**src/rtl/rv32i_types.sv**
```systemverilog
// rtl/rv32i_types.sv - RV32IM decode types, control word, buffer entry and M-op table
package rv32i_types;

    typedef enum logic [6:0] {
        op_lui   = 7'b0110111,
        op_auipc = 7'b0010111,
        op_jal   = 7'b1101111,
        op_jalr  = 7'b1100111,
        op_br    = 7'b1100011,
        op_load  = 7'b0000011,
        op_store = 7'b0100011,
        op_imm   = 7'b0010011,
        op_reg   = 7'b0110011
    } rv32i_opcode;

    typedef enum logic [2:0] {
        alu_add = 3'b000,
        alu_sll = 3'b001,
        alu_sra = 3'b010,
        alu_sub = 3'b011,
        alu_xor = 3'b100,
        alu_srl = 3'b101,
        alu_or  = 3'b110,
        alu_and = 3'b111
    } alu_ops;

    // funct3 is copied into cmpop by default, so every encoding needs a name.
    typedef enum logic [2:0] {
        br_beq  = 3'b000,
        br_bne  = 3'b001,
        br_rsv2 = 3'b010,
        br_rsv3 = 3'b011,
        br_blt  = 3'b100,
        br_bge  = 3'b101,
        br_bltu = 3'b110,
        br_bgeu = 3'b111
    } branch_funct3_t;

    typedef enum logic [2:0] {
        ar_add  = 3'b000,
        ar_sll  = 3'b001,
        ar_slt  = 3'b010,
        ar_sltu = 3'b011,
        ar_xor  = 3'b100,
        ar_sr   = 3'b101,
        ar_or   = 3'b110,
        ar_and  = 3'b111
    } arith_funct3_t;

    typedef enum logic [2:0] {
        ld_lb  = 3'b000,
        ld_lh  = 3'b001,
        ld_lw  = 3'b010,
        ld_lbu = 3'b100,
        ld_lhu = 3'b101
    } load_funct3_t;

    typedef enum logic [3:0] {
        rf_alu_out  = 4'd0,
        rf_br_en    = 4'd1,
        rf_u_imm    = 4'd2,
        rf_lw       = 4'd3,
        rf_pc_plus4 = 4'd4,
        rf_lb       = 4'd5,
        rf_lbu      = 4'd6,
        rf_lh       = 4'd7,
        rf_lhu      = 4'd8
    } regfilemux_sel_t;

    typedef enum logic {
        alu1_rs1_out = 1'b0,
        alu1_pc_out  = 1'b1
    } alumux1_sel_t;

    typedef enum logic [2:0] {
        alu2_i_imm   = 3'd0,
        alu2_u_imm   = 3'd1,
        alu2_b_imm   = 3'd2,
        alu2_s_imm   = 3'd3,
        alu2_j_imm   = 3'd4,
        alu2_rs2_out = 3'd5
    } alumux2_sel_t;

    typedef enum logic {
        cmp_rs2_out = 1'b0,
        cmp_i_imm   = 1'b1
    } cmpmux_sel_t;

    localparam logic [6:0] F7_BASE   = 7'h00;
    localparam logic [6:0] F7_ALT    = 7'h20;
    localparam logic [6:0] F7_MULDIV = 7'h01;

    // All-zero is the "do nothing" word: alu_out, rs1_out, i_imm, rs2_out, no writes.
    typedef struct packed {
        alu_ops          aluop;
        regfilemux_sel_t regfilemux_sel;
        logic            load_regfile;
        alumux1_sel_t    alumux1_sel;
        alumux2_sel_t    alumux2_sel;
        branch_funct3_t  cmpop;
        cmpmux_sel_t     cmpmux_sel;
        logic            mem_read;
        logic            mem_write;
        logic            br_sel;
        logic            arith_mux_sel;
        logic [1:0]      muldiv_mask;
        logic            su_op1;
        logic            su_op2;
        logic [1:0]      muldiv_mux_sel;
        logic            divsign;
    } rv32i_control_word;

    // muldiv_mask: 01 multiplier, 10 divider.
    // su_op1/su_op2: operand is treated as signed.
    // muldiv_mux_sel: 0 product low, 1 product high, 2 quotient, 3 remainder.
    // divsign: signed division.
    typedef struct packed {
        logic [1:0] muldiv_mask;
        logic       su_op1;
        logic       su_op2;
        logic [1:0] muldiv_mux_sel;
        logic       divsign;
    } m_op_t;

    localparam m_op_t M_OP_TABLE [0:7] = '{
        '{2'b01, 1'b1, 1'b1, 2'd0, 1'b0},  // mul
        '{2'b01, 1'b1, 1'b1, 2'd1, 1'b0},  // mulh
        '{2'b01, 1'b1, 1'b0, 2'd1, 1'b0},  // mulhsu
        '{2'b01, 1'b0, 1'b0, 2'd1, 1'b0},  // mulhu
        '{2'b10, 1'b1, 1'b1, 2'd2, 1'b1},  // div
        '{2'b10, 1'b0, 1'b0, 2'd2, 1'b0},  // divu
        '{2'b10, 1'b1, 1'b1, 2'd3, 1'b1},  // rem
        '{2'b10, 1'b0, 1'b0, 2'd3, 1'b0}   // remu
    };

    function automatic m_op_t m_op_lookup(input logic [2:0] funct3);
        return M_OP_TABLE[funct3];
    endfunction

    typedef struct packed {
        rv32i_control_word ctrl;
        logic              illegal;
        logic [31:0]       pc;
        logic [31:0]       instr;
        logic              lane_valid;
    } decode_lane_t;

    typedef enum logic [1:0] {
        EMPTY = 2'd0,
        ONE   = 2'd1,
        TWO   = 2'd2
    } dec_state_t;

endpackage

```
**src/rtl/decode_lane.sv**
```systemverilog
// rtl/decode_lane.sv - combinational single-instruction RV32I(M) decoder
//   instr_i   : 32-bit instruction word
//   ctrl_o    : decoded control word, '0 when the encoding is illegal
//   illegal_o : encoding is not a supported instruction
module decode_lane
    import rv32i_types::*;
#(
    parameter bit EN_M = 1'b1
) (
    input  logic [31:0]       instr_i,
    output rv32i_control_word ctrl_o,
    output logic              illegal_o
);

    logic [6:0] opcode;
    logic [2:0] funct3;
    logic [6:0] funct7;
    logic       sig_unused;

    assign opcode = instr_i[6:0];
    assign funct3 = instr_i[14:12];
    assign funct7 = instr_i[31:25];
    // Register specifiers are routed elsewhere; decode never looks at them.
    assign sig_unused = ^{instr_i[24:15], instr_i[11:7]};

    rv32i_control_word ctrl_d;
    logic              illegal_d;
    m_op_t             m_op;

    always_comb begin
        ctrl_d       = '0;
        illegal_d    = 1'b0;
        m_op         = m_op_lookup(funct3);
        ctrl_d.aluop = alu_ops'(funct3);
        ctrl_d.cmpop = branch_funct3_t'(funct3);

        case (opcode)
            op_lui: begin
                ctrl_d.load_regfile   = 1'b1;
                ctrl_d.regfilemux_sel = rf_u_imm;
            end
            op_auipc: begin
                ctrl_d.aluop        = alu_add;
                ctrl_d.alumux1_sel  = alu1_pc_out;
                ctrl_d.alumux2_sel  = alu2_u_imm;
                ctrl_d.load_regfile = 1'b1;
            end
            op_jal: begin
                ctrl_d.aluop          = alu_add;
                ctrl_d.alumux1_sel    = alu1_pc_out;
                ctrl_d.alumux2_sel    = alu2_j_imm;
                ctrl_d.regfilemux_sel = rf_pc_plus4;
                ctrl_d.load_regfile   = 1'b1;
                ctrl_d.br_sel         = 1'b1;
            end
            op_jalr: begin
                ctrl_d.aluop          = alu_add;
                ctrl_d.regfilemux_sel = rf_pc_plus4;
                ctrl_d.load_regfile   = 1'b1;
                ctrl_d.br_sel         = 1'b1;
                if (funct3 != 3'b000) illegal_d = 1'b1;
            end
            op_br: begin
                ctrl_d.aluop       = alu_add;
                ctrl_d.alumux1_sel = alu1_pc_out;
                ctrl_d.alumux2_sel = alu2_b_imm;
                ctrl_d.br_sel      = 1'b1;
                if (funct3 == 3'b010 || funct3 == 3'b011) illegal_d = 1'b1;
            end
            op_load: begin
                ctrl_d.aluop        = alu_add;
                ctrl_d.mem_read     = 1'b1;
                ctrl_d.load_regfile = 1'b1;
                case (funct3)
                    ld_lb:   ctrl_d.regfilemux_sel = rf_lb;
                    ld_lh:   ctrl_d.regfilemux_sel = rf_lh;
                    ld_lw:   ctrl_d.regfilemux_sel = rf_lw;
                    ld_lbu:  ctrl_d.regfilemux_sel = rf_lbu;
                    ld_lhu:  ctrl_d.regfilemux_sel = rf_lhu;
                    default: illegal_d = 1'b1;
                endcase
            end
            op_store: begin
                ctrl_d.aluop       = alu_add;
                ctrl_d.alumux2_sel = alu2_s_imm;
                ctrl_d.mem_write   = 1'b1;
                if (funct3 > 3'd2) illegal_d = 1'b1;
            end
            op_imm: begin
                ctrl_d.load_regfile = 1'b1;
                case (funct3)
                    ar_slt: begin
                        ctrl_d.regfilemux_sel = rf_br_en;
                        ctrl_d.cmpop          = br_blt;
                        ctrl_d.cmpmux_sel     = cmp_i_imm;
                    end
                    ar_sltu: begin
                        ctrl_d.regfilemux_sel = rf_br_en;
                        ctrl_d.cmpop          = br_bltu;
                        ctrl_d.cmpmux_sel     = cmp_i_imm;
                    end
                    ar_sll: begin
                        if (funct7 != F7_BASE) illegal_d = 1'b1;
                    end
                    ar_sr: begin
                        ctrl_d.aluop = funct7[5] ? alu_sra : alu_srl;
                        if (funct7 != F7_BASE && funct7 != F7_ALT) illegal_d = 1'b1;
                    end
                    default: ;
                endcase
            end
            op_reg: begin
                ctrl_d.alumux2_sel  = alu2_rs2_out;
                ctrl_d.load_regfile = 1'b1;
                if (funct7 == F7_MULDIV) begin
                    if (!EN_M) begin
                        illegal_d = 1'b1;
                    end else begin
                        ctrl_d.arith_mux_sel  = 1'b1;
                        ctrl_d.muldiv_mask    = m_op.muldiv_mask;
                        ctrl_d.su_op1         = m_op.su_op1;
                        ctrl_d.su_op2         = m_op.su_op2;
                        ctrl_d.muldiv_mux_sel = m_op.muldiv_mux_sel;
                        ctrl_d.divsign        = m_op.divsign;
                    end
                end else if (funct7 == F7_BASE || funct7 == F7_ALT) begin
                    // Only add/sub and srl/sra have an alternate (0x20) form.
                    if (funct7 == F7_ALT && funct3 != ar_add && funct3 != ar_sr)
                        illegal_d = 1'b1;
                    case (funct3)
                        ar_add: ctrl_d.aluop = funct7[5] ? alu_sub : alu_add;
                        ar_sr:  ctrl_d.aluop = funct7[5] ? alu_sra : alu_srl;
                        ar_slt: begin
                            ctrl_d.regfilemux_sel = rf_br_en;
                            ctrl_d.cmpop          = br_blt;
                        end
                        ar_sltu: begin
                            ctrl_d.regfilemux_sel = rf_br_en;
                            ctrl_d.cmpop          = br_bltu;
                        end
                        default: ;
                    endcase
                end else begin
                    illegal_d = 1'b1;
                end
            end
            default: illegal_d = 1'b1;
        endcase

        // Compressed or reserved-length encodings never match a base opcode.
        if (instr_i[1:0] != 2'b11) illegal_d = 1'b1;
    end

    assign ctrl_o    = illegal_d ? '0 : ctrl_d;
    assign illegal_o = illegal_d;

endmodule

```
**src/rtl/decode_stage.sv**
```systemverilog
// rtl/decode_stage.sv - registered multi-lane decode stage with two-entry skid buffer
//   clk, rst                 : clock, synchronous active-high reset
//   flush                    : drop everything buffered and arriving
//   in_valid/in_ready        : input bundle handshake (in_ready is a flop)
//   in_lane_valid/instr/pc   : per-lane input bundle
//   out_valid/out_ready      : output bundle handshake
//   out_lane_valid/ctrl/illegal/pc/instr : per-lane decoded bundle
module decode_stage
    import rv32i_types::*;
#(
    parameter int LANES = 1,
    parameter bit EN_M  = 1'b1
) (
    input  logic                          clk,
    input  logic                          rst,
    input  logic                          flush,
    input  logic                          in_valid,
    output logic                          in_ready,
    input  logic [LANES-1:0]              in_lane_valid,
    input  logic [LANES-1:0][31:0]        in_instr,
    input  logic [LANES-1:0][31:0]        in_pc,
    output logic                          out_valid,
    input  logic                          out_ready,
    output logic [LANES-1:0]              out_lane_valid,
    output rv32i_control_word [LANES-1:0] out_ctrl,
    output logic [LANES-1:0]              out_illegal,
    output logic [LANES-1:0][31:0]        out_pc,
    output logic [LANES-1:0][31:0]        out_instr
);

    decode_lane_t [LANES-1:0] lanes_d;
    decode_lane_t [LANES-1:0] m_q;
    decode_lane_t [LANES-1:0] s_q;
    dec_state_t               state_q;
    logic                     in_ready_q;
    logic                     out_valid_q;
    logic                     accept;
    logic                     pop;

    for (genvar g = 0; g < LANES; g++) begin : g_lane
        rv32i_control_word lane_ctrl;
        logic              lane_illegal;

        decode_lane #(
            .EN_M(EN_M)
        ) u_decode_lane (
            .instr_i   (in_instr[g]),
            .ctrl_o    (lane_ctrl),
            .illegal_o (lane_illegal)
        );

        // An empty lane carries no operation and is never reported illegal.
        assign lanes_d[g] = '{
            ctrl:       in_lane_valid[g] ? lane_ctrl : '0,
            illegal:    in_lane_valid[g] & lane_illegal,
            pc:         in_pc[g],
            instr:      in_instr[g],
            lane_valid: in_lane_valid[g]
        };

        assign out_ctrl[g]       = m_q[g].ctrl;
        assign out_illegal[g]    = m_q[g].illegal;
        assign out_pc[g]         = m_q[g].pc;
        assign out_instr[g]      = m_q[g].instr;
        assign out_lane_valid[g] = m_q[g].lane_valid;
    end

    assign accept    = in_valid & in_ready_q;
    assign pop       = out_valid_q & out_ready;
    assign in_ready  = in_ready_q;
    assign out_valid = out_valid_q;

    // in_ready_q/out_valid_q are kept as flops beside the state so neither
    // output has logic behind it, and out_ready never reaches in_ready.
    always_ff @(posedge clk) begin
        if (rst) begin
            state_q     <= EMPTY;
            in_ready_q  <= 1'b1;
            out_valid_q <= 1'b0;
            m_q         <= '0;
            s_q         <= '0;
        end else if (flush) begin
            state_q     <= EMPTY;
            in_ready_q  <= 1'b1;
            out_valid_q <= 1'b0;
        end else begin
            case (state_q)
                EMPTY: begin
                    if (accept) begin
                        m_q         <= lanes_d;
                        state_q     <= ONE;
                        out_valid_q <= 1'b1;
                    end
                end
                ONE: begin
                    if (accept && pop) begin
                        m_q <= lanes_d;
                    end else if (accept) begin
                        s_q        <= lanes_d;
                        state_q    <= TWO;
                        in_ready_q <= 1'b0;
                    end else if (pop) begin
                        state_q     <= EMPTY;
                        out_valid_q <= 1'b0;
                    end
                end
                TWO: begin
                    if (pop) begin
                        m_q        <= s_q;
                        state_q    <= ONE;
                        in_ready_q <= 1'b1;
                    end
                end
                default: begin
                    state_q     <= EMPTY;
                    in_ready_q  <= 1'b1;
                    out_valid_q <= 1'b0;
                end
            endcase
        end
    end

endmodule

```
**config.mk**
```make
export PLATFORM = sky130hd
export DESIGN_NAME = decode_stage
export DESIGN_NICKNAME = d
export VERILOG_FILES = /design/src/rtl/rv32i_types.sv /design/src/rtl/decode_lane.sv /design/src/rtl/decode_stage.sv
export SDC_FILE = /design/constraint.sdc
export NUM_CORES = 1
export LEC_CHECK = 0
export CELL_PAD_IN_SITES_DETAIL_PLACEMENT = 0
export CELL_PAD_IN_SITES_GLOBAL_PLACEMENT = 2
export CORE_ASPECT_RATIO = 2
export CORE_MARGIN = 1
export CORE_UTILIZATION = 38
export DETAILED_ROUTE_END_ITERATION = 12
export DONT_BUFFER_PORTS = 1
export PLACE_DENSITY = 0.95
export RECOVER_POWER = 50
export SLEW_MARGIN = 40
export SYNTH_ARGS = -nofsm -noshare
export SYNTH_HDL_FRONTEND = slang
export SYNTH_SLANG_ARGS = --single-unit
export TNS_END_PERCENT = 10
```
**constraint.sdc**
```tcl
create_clock -name clk -period 7.1 [get_ports clk]
set_clock_uncertainty 0.15 [all_clocks]
set_input_delay 2.13 -clock clk [delete_from_list [all_inputs] [get_ports clk]]
set_output_delay 2.13 -clock clk [all_outputs]
set_load 0.01 [all_outputs]
```
==> flow_summary.toml, run 1 <==
[grt]
grt_pass1_wl_um = 36800
grt_max_degree = 187
grt_overflow = 0
track_usage_pct = 22.0
grt_pass1_vias = 6620
antenna_found_initial = 0

[logic_synthesis]
ys_seq_area_share_pct = 47.3
syn_area_um2 = 7960
syn-num-nets = 1117
synthArstFlopShare_pct = 0
synth_seq_cells = 188
ys_types = 52
synth_edf_count = 0
synth_flop_cell = "dfxtp_1"
yosys_warnings = 0
syn_inst = 1047
avgSynthCellArea_um2 = 7.60

[clock_network]
cts_max_level = 4
clk_pin_slew_worst_paths_ps = 70
root_buffer = "clkbuf_16"
tritoncts = "built"
ctsResizeCount = 0
cts.path.max_buffers = 2
hold_buffers = 0
clkLatencyLatePin_ps = 440
cts.sinks = 188
cts_made_buffers = 17
postCtsSetupRepairBufs = 0

[floorplanning]
start_util_pct = 38.9
io_pins = 165
die-height_um = 207
die_area_um2 = 21600
rows = 74
die_w_um = 104
core_area_um2 = 20500

[placed_design]
dp_cells = 1230
hpwl_um = 15200
place_ws_ps = 2010
io_buffers = 0
place.gp.congestion = 0.838

[final_layout]
diodes = 0
fin_cells = 1262
final_nets = 1053
syn_to_final_growth_pct = 8.33
drive_gt1_share_pct = 5.02

[sta]
slew_viol_final = 108
tightest_slew_ps = 2440
rsz0062_at_grt = "no"
fmax_mhz = 199
setup-violations-final = 0
whs_ps = 296
setup_slack_ps = 2070
setup-tns-final_ps = 0
min_period_ps = 5030
period_share_pct = 70.8
hold_viol = 0
relSlewSlack_pct = -62.9

[critical_path]
cp-end-kind = "flop"
cp.arrival_ps = 5220
crit_type = "primary input to flop"
cp.required_ps = 7290
cp_max_fo = 55
setup.worst_path.start_class = "primary input"

[run_status]
status = "finished, violations left"
violations = "max-capacitance violations, max-slew violations"

[pwr]
p_leak_nw = 2.84
ir_drop_mv = 0.177
pwr_density_cell_nw_per_um2 = 259

[route]
antenna_left = 0
drtPass1Iterations = 5
via_per_inst = 5.58
initialDrtViolationCount = 369
wire_per_inst_um = 18.6
vias = 7040
routed_wl_um = 23500
route.detailed.drc = 0

[flow_run]
cap_violations = 2

[min_path]
min_path_type = "flop to flop"
-- worst max-delay path: stages --
cell and delay [ps]:
nand2_1 130, a211oi_1 400, o21ba_1 1610, buf_4 570, nor2_1 70, a311oi_1 270
-- through the flow --
step           area (µm²)  power [mW]  utilization [%]
2_1_floorplan        7960        1.29                -
5_1_grt              8620        2.32             42.1
6_report             8620        2.24             42.1
4_1_cts              8650        2.26             42.3
3_5_place_dp         8080        1.32             39.5
3_3_place_gp         8050        1.31             39.3
-- state kept, by name, indices dropped and copies added (netlist names) --
signal,flops
out_pc,32
s_q,92
out_lane_valid,1
out_illegal,1
state_q,2
out_ctrl,26
in_ready,1
out_instr,32
out_valid,1
-- cell usage after synthesis, types with 2 or more instances --
cell / instances / share of area, %
nand2_1: 312 / 15
dfxtp_1: 188 / 47
nor2_1: 107 / 5.0
a21oi_1: 106 / 6.7
clkbuf_1: 91 / 4.3
a311oi_1: 72 / 7.9
nand3_1: 23 / 1.4
o21ai_0: 21 / 1.3
nor3_1: 13 / 0.82
a211oi_1: 11 / 1.0
nand4_1: 10 / 0.79
nand3b_1: 8 / 0.75
inv_1: 7 / 0.33
or3_1: 7 / 0.55
nand2b_1: 6 / 0.47
a31o_2: 4 / 0.44
a31oi_1: 4 / 0.31
nor2b_1: 4 / 0.31
o211ai_1: 4 / 0.38
o21a_1: 4 / 0.38
a2111oi_0: 3 / 0.33
a221oi_1: 3 / 0.33
o21bai_1: 3 / 0.28
o31ai_1: 3 / 0.28
or4_1: 3 / 0.28
buf_2: 2 / 0.13
o311a_1: 2 / 0.25
o31a_1: 2 / 0.22
-- cell families after synthesis --
logic type                Yosys count  synth area share [%]
muxes                               1                 0.141
AOI/OAI and AO/OA                 253                  21.3
buffers and inverters             102                  4.89
xor gates and xnor gates            1                 0.110
DFF                               188                  47.3
and+or+nand+nor                   502                  26.3
-- report_power, final --
part | total [mW] | internal, mW | switching, mW
clock network | 0.948 | 0.521 | 0.427
logic | 0.138 | 0.0540 | 0.0841
registers | 1.15 | 1.10 | 0.0517
total | 2.24 | 1.67 | 0.563
-- cell type report --
type | count | area, µm²
sequential | 188 | 3760
timing repair buffer | 12 | 87.6
clock inverter | 13 | 141
tap | 266 | 333
multi-input combinational | 757 | 3840
fill | 2139 | 11800
clock buffer | 19 | 433
inverter | 7 | 26.3
-- worst paths after layout --
kind                           start                    endpoint  slack, ps  cells after the start
max                        out_ready  out_instr[26]$_SDFFE_PP0P_       2070                      6
min             s_q[76]$_SDFFE_PP0P_        s_q[76]$_SDFFE_PP0P_        300                      2
max reg2reg  state_q[1]$_SDFFE_PP0P_  out_instr[26]$_SDFFE_PP0P_       3010                      6
min reg2reg     s_q[76]$_SDFFE_PP0P_        s_q[76]$_SDFFE_PP0P_        300                      2
-- placed cells by master, fill, tap and decap left out, types with 3 or more instances in the layout --
| cell type | synthesis | layout |
|---|---|---|
| nand2_1 | 312 | 312 |
| dfxtp_1 | 188 | 188 |
| nor2_1 | 107 | 107 |
| a21oi_1 | 106 | 106 |
| a311oi_1 | 72 | 72 |
| nand3_1 | 23 | 23 |
| o21ai_0 | 21 | 21 |
| clkbuf_16 | 0 | 17 |
| nor3_1 | 13 | 12 |
| a211oi_1 | 11 | 11 |
| nand4_1 | 10 | 10 |
| nand3b_1 | 8 | 8 |
| or3_1 | 7 | 7 |
| inv_1 | 7 | 7 |
| buf_4 | 1 | 7 |
| clkbuf_1 | 91 | 6 |
| nand2b_1 | 6 | 5 |
| a31oi_1 | 4 | 4 |
| o211ai_1 | 4 | 4 |
| o21a_1 | 4 | 4 |
| a31o_2 | 4 | 4 |
| a2111oi_0 | 3 | 3 |
| o31ai_1 | 3 | 3 |
| a221oi_1 | 3 | 3 |
| nor2b_1 | 4 | 3 |
| or4_1 | 3 | 3 |
| clkinv_2 | 0 | 3 |
| clkinvlp_4 | 0 | 3 |
| inv_6 | 0 | 3 |
-- metal layers --
metal	routed length (µm)	vias to the layer above	part of all wire [%]	track usage, %
met2	12200	216	52	39.5
met4	1020	0	4.4	12.8
met3	1300	46	5.5	4.96
li1	-	3503	-	-
met1	8970	3275	38	23.5
met5	0	-	0	0
Note: power is estimated with default switching activity, not from simulation.
==> run 2: changes to the inputs <==
--- a/config.mk
+++ b/config.mk
@@ -9,10 +9,10 @@
 export CELL_PAD_IN_SITES_GLOBAL_PLACEMENT = 2
 export CORE_ASPECT_RATIO = 2
 export CORE_MARGIN = 1
-export CORE_UTILIZATION = 38
+export CORE_UTILIZATION = 32
 export DETAILED_ROUTE_END_ITERATION = 12
 export DONT_BUFFER_PORTS = 1
-export PLACE_DENSITY = 0.95
+export PLACE_DENSITY = 0.87
 export RECOVER_POWER = 50
 export SLEW_MARGIN = 40
 export SYNTH_ARGS = -nofsm -noshare
==> constraint.sdc (replaced) <==
create_clock -name clk -period 4.5 [get_ports clk]
set_clock_uncertainty 0.15 [all_clocks]
set_input_delay 1.35 -clock clk [delete_from_list [all_inputs] [get_ports clk]]
set_output_delay 1.35 -clock clk [all_outputs]
set_load 0.01 [all_outputs]
==> run 2 against run 1 <==
The flow still finishes with violations (max-capacitance violations, max-slew violations). Sequential power up 58%. Highest routed layer unchanged. Largest power group unchanged. Routed wire length up 5.3%. Global-route usage down 2.3 points. Register-to-register slack worse by 2000 ps.
==> flow_summary.toml, run 2 (synthesized netlist as in run 1, its figures left out) <==
[run_status]
status = "finished, violations left"
violations = "max-capacitance violations, max-slew violations"

[final_layout]
drive_gt1_share_pct = 5.71
largest_reg_flops = 92
diodes = 0
layout_common_cells = "nand2_1 (312), dfxtp_1 (188), nor2_1 (107)"
syn_to_final_growth_pct = 9.93
regMostFlops = "s_q"
nFillCells = 2580
fin_cells = 1331
final_nets = 1056
layout_commonest_cell = "nand2_1"
stdcell_area_um2 = 8750
register_area_um2 = 3760
utilization_pct = 35.8
multi_input_area_um2 = 3830

[clock_network]
cts.path.max_buffers = 2
hold_buffers = 0
tritoncts = "built"
ctsResizeCount = 0
cts_made_buffers = 17
cts_max_level = 4
clkLatencyLatePin_ps = 460
cts.sinks = 188
root_buffer = "clkbuf_16"
postCtsSetupRepairBufs = 0
clk_pin_slew_worst_paths_ps = 70

[critical_path]
cp.required_ps = 4670
r2r_cells = 6
setup.worst_path.start_class = "primary input"
cp.arrival_ps = 4020
crit_type = "primary input to flop"
cp-end-kind = "flop"
cp_max_fo = 41

[floorplanning]
die_w_um = 114
rows = 81
start_util_pct = 32.6
core_area_um2 = 24400
die-height_um = 225
io_pins = 165
die_area_um2 = 25600

[placed_design]
dp_cells = 1299
io_buffers = 0
hpwl_um = 15800
place.gp.congestion = 0.821
dpl_cell_area_um2 = 8190
place_ws_ps = 219

[flow_run]
cap_violations = 2

[grt]
track_usage_pct = 19.6
antenna_found_initial = 0
met3_usage_pct = 5.03
grt_overflow = 0
grt_max_degree = 187
grt_pass1_wl_um = 38400
grt_pass1_vias = 6679
grt_util_met1_pct = 20.9
top_usage_layer = "met2"
gr-usage-met2_pct = 35.1

[sta]
fmax_mhz = 260
relSlewSlack_pct = -29.2
setup_slack_ps = 656
setup-violations-final = 0
setup-tns-final_ps = 0
period_share_pct = 85.4
min_period_ps = 3840
hold_viol = 0
slew_viol_final = 81
rsz0062_at_grt = "no"
tightest_slew_ps = 1940
whs_ps = 301

[route]
antenna_left = 0
via_per_inst = 5.30
route.detailed.drc = 0
routed_wl_um = 24800
wire_per_inst_um = 18.6
initialDrtViolationCount = 483
vias = 7048
drtPass1Iterations = 4

[pwr]
pwr_density_cell_nw_per_um2 = 405
ir_drop_mv = 0.225
power_mw = 3.55
p_leak_nw = 2.88

[min_path]
hold_depth = 2
min_path_type = "flop to flop"
==> run 2: cell types whose count changed in the layout (fill, tap and decap cells not counted), sizes merged <==
cell,before,now
buf,8,13
bufinv,2,1
clkinvlp,3,2
==> run 2: critical path, cell delays in order <==
cell and delay (ps):
nand2_1 110, a211oi_1 380, o21ba_1 1330, buf_4 450
nor2_1 70, a2111oi_0 290
==> run 2: cell type report <==
class	count	share of cell area (%)
multi-input combinational	757	43.8
sequential	188	43.0
clock buffer	21	5.38
tap	332	4.75
timing repair buffer	15	1.54
clock inverter	11	1.23
inverter	7	0.300
==> run 2: path summary, 6_finish.rpt <==
| path | start | end | slack (ps) |
|---|---|---|---|
| worst max register to register | out_valid$_SDFFE_PP0P_ | out_ctrl[11]$_SDFFE_PP0P_ | 970 |
| worst min-delay path | s_q[80]$_SDFFE_PP0P_ | s_q[80]$_SDFFE_PP0P_ | 300 |
| worst max-delay path | out_ready | out_ctrl[11]$_SDFFE_PP0P_ | 660 |
| worst min register to register | s_q[80]$_SDFFE_PP0P_ | s_q[80]$_SDFFE_PP0P_ | 300 |
==> run 2: per-layer routing <==
metal	part of all wire (%)	wire (µm)
met1	37	9200
met2	54	13300
met3	5.8	1440
met4	3.3	812
met5	0	0
==> run 2: where the power goes <==
part	switching, mW	leakage, nW	total, mW	internal, mW
sequential	0.0836	1.53	1.82	1.73
combinational	0.135	1.07	0.222	0.0869
clock	0.697	0.280	1.51	0.813
total	0.915	2.88	3.55	2.63
==> run 3: changes to the inputs <==
--- a/config.mk
+++ b/config.mk
@@ -5,6 +5,7 @@
 export SDC_FILE = /design/constraint.sdc
 export NUM_CORES = 1
 export LEC_CHECK = 0
+export ABC_AREA = 1
 export CELL_PAD_IN_SITES_DETAIL_PLACEMENT = 0
 export CELL_PAD_IN_SITES_GLOBAL_PLACEMENT = 2
 export CORE_ASPECT_RATIO = 2
@@ -12,7 +13,7 @@
 export CORE_UTILIZATION = 32
 export DETAILED_ROUTE_END_ITERATION = 12
 export DONT_BUFFER_PORTS = 1
-export PLACE_DENSITY = 0.87
+export PLACE_DENSITY = 0.88
 export RECOVER_POWER = 50
 export SLEW_MARGIN = 40
 export SYNTH_ARGS = -nofsm -noshare
==> run 3 against run 2 <==
The flow now finishes without violations. Maximum frequency rose by 10%. Combinational power rose by 13%. Worst setup slack improved by 360 ps. Largest power group unchanged. Worst hold slack improved by 10 ps. Area after synthesis rose by 0.27%. Critical path type is now flop to flop. Global-route usage fell by 0.57 points. Clock-buffer cell count fell by 2. Critical endpoint unchanged. Sequential share of layout area rose by 0.13 points.
==> flow_summary.toml, run 3 <==
[logic_synthesis]
yosysMostFrequentCell = "nand2_1"
syn-num-nets = 1171
synth_commonest_cells = "nand2_1 (222), dfxtp_1 (188), o21ai_0 (182)"
yosys_warnings = 0
synth_flop_cell = "dfxtp_1"
ys_types = 30
synthArstFlopShare_pct = 0
synth_seq_cells = 188
synthTopCellsByArea = "dfxtp_1 (47%), o21ai_0 (11%), nand2_1 (10%), nor2_1 (7.5%), a31oi_1 (5.2%)"
synth_top_area_share_pct = 47.1
synth_edf_count = 0
yosys.area.top_type = "dfxtp_1"
ys_seq_area_share_pct = 47.1
avgSynthCellArea_um2 = 7.25
syn_area_um2 = 7980
syn_inst = 1101

[route]
routed_wl_um = 24300
vias = 7045
via_per_inst = 5.05
initialDrtViolationCount = 385
wire_per_inst_um = 17.4
drtPass1Iterations = 5
route.detailed.drc = 0
antenna_left = 0

[critical_path]
cp.arrival_ps = 3720
cp_max_fo = 45
r2r_slack_ps = 1020
r2r_start = "state_q[1]$_SDFFE_PP0P_"
cp.required_ps = 4740
crit_type = "flop to flop"
r2r-end = "out_ctrl[11]$_SDFFE_PP0P_"
cp-end-kind = "flop"
r2r_cells = 5
setup.worst_path.start_class = "flop"

[final_layout]
diodes = 0
layout_commonest_cell = "nand2_1"
layout_common_cells = "nand2_1 (222), dfxtp_1 (188), o21ai_0 (182)"
register_area_um2 = 3760
final_nets = 1119
largest_reg_flops = 92
multi_input_area_um2 = 3660
fin_cells = 1394
nFillCells = 2586
syn_to_final_growth_pct = 9.31
stdcell_area_um2 = 8730
regMostFlops = "s_q"
drive_gt1_share_pct = 6.59

[grt]
grt_overflow = 0
grt_pass1_wl_um = 37100
grt_max_degree = 166
antenna_found_initial = 0
grt_pass1_vias = 6648
track_usage_pct = 19.1

[clock_network]
cts_max_level = 4
hold_buffers = 0
cts_made_buffers = 17
clk_pin_slew_worst_paths_ps = 80
postCtsSetupRepairBufs = 0
clkLatencyLatePin_ps = 450
tritoncts = "built"
ctsResizeCount = 0
root_buffer = "clkbuf_16"
cts.path.max_buffers = 2
cts.sinks = 188

[sta]
min_period_ps = 3480
fmax_mhz = 287
slew_viol_final = 0
setup_slack_ps = 1020
period_share_pct = 77.4
setup-tns-final_ps = 0
hold_viol = 0
setup-violations-final = 0
rsz0062_at_grt = "no"
tightest_slew_ps = 1350
relSlewSlack_pct = 10.3
whs_ps = 311

[floorplanning]
die-height_um = 225
die_w_um = 114
start_util_pct = 32.7
core_area_um2 = 24400
die_area_um2 = 25600
rows = 81
io_pins = 165

[placed_design]
place.gp.congestion = 0.924
dp_cells = 1362
dpl_cell_area_um2 = 8160
io_buffers = 0
place_ws_ps = 1100
hpwl_um = 15500

[flow_run]
cap_violations = 0

[min_path]
hold_path.startpoint = "s_q[87]$_SDFFE_PP0P_"
hold_depth = 2
min_path_type = "flop to flop"
hold_end = "s_q[87]$_SDFFE_PP0P_"

[pwr]
p_leak_nw = 3.44
share_comb_of_total_power_pct = 7.0
power_frac_seq_pct = 51.0
pwr_density_cell_nw_per_um2 = 414
power.share.clock_pct = 42.1
ir_drop_mv = 0.249
swShare_pct = 27.0
internal_power_mw = 2.64
p_switching_mw = 0.975

[run_status]
status = "completed"
[run 3: cell count changes after synthesis, sizes merged, moves of 24 or more]
cell    previous run  this run
clkbuf            91        53
nand2            312       228
a311oi            72         0
nor2             107       165
a21oi            106        80
buf                4        28
inv                7        48
o21ai             21       183
a31oi              4        66
[run 3: cell type report]
class                           instances  share of cell area, %
Inverter                               50                   2.21
Clock inverter                         13                   1.55
Sequential cell                       188                   43.1
Clock buffer                           19                   5.19
Timing Repair Buffer                   10                   1.22
Multi-Input combinational cell        782                   41.9
Tap cell                              332                   4.76
[run 3: power by group through the flow]
stage | clock network, mW | registers, mW | logic, mW
after floorplan | 0 | 1.86 | 0.206
after global placement | 0 | 1.88 | 0.251
after detailed placement | 0 | 1.88 | 0.255
after CTS | 1.57 | 1.84 | 0.256
after global routing | 1.63 | 1.85 | 0.287
final | 1.52 | 1.84 | 0.251
[run 3: cells by family (layout without fill, tap and decap cells)]
family	after synthesis	after routing	synth area share [%]
AND/OR/NAND/NOR	438	438	22.7
AO/OA/AOI/OAI	344	344	23.3
flip-flops	188	188	47.1
buffers and inverters	131	92	6.83
[run 3: worst max-delay path by stage]
stage / slack, ps / from / cells after the start / endpoint
6_report: 1020 / state_q[1]$_SDFFE_PP0P_ / 5 / out_ctrl[11]$_SDFFE_PP0P_
5_1_grt: 720 / state_q[1]$_SDFFE_PP0P_ / 5 / out_ctrl[11]$_SDFFE_PP0P_
4_1_cts: 1580 / in_instr[27] / 9 / out_ctrl[26]$_SDFFE_PP0P_
3_5_place_dp: 1100 / in_instr[27] / 9 / out_ctrl[26]$_SDFFE_PP0P_
3_3_place_gp: 1090 / in_instr[27] / 9 / out_ctrl[9]$_SDFFE_PP0P_
2_1_floorplan: 1680 / in_instr[3] / 12 / out_ctrl[11]$_SDFFE_PP0P_
[run 3: critical path, stage by stage (launching register included)]
cell      delay [ps]
dfxtp_1          420
nand2_4          340
inv_1           1010
clkbuf_1        1050
a21oi_1          240
a21oi_2          190
[run 3: layer usage]
layer / share of wire (%) / vias to the layer above / GRT usage (%)
met2: 51 / 167 / 33.6
met3: 5.8 / 43 / 5.76
li1: - / 3588 / -
met4: 3.6 / 0 / 9.21
met5: 0 / - / 0
met1: 39 / 3247 / 20.5
[run 3: per-stage QoR]
| step | util, % | power (mW) |
|---|---|---|
| floorplan | - | 2.06 |
| global placement | 33.4 | 2.13 |
| detailed placement | 33.4 | 2.14 |
| CTS | 35.8 | 3.67 |
| global route | 35.7 | 3.77 |
| finish | 35.7 | 3.61 |
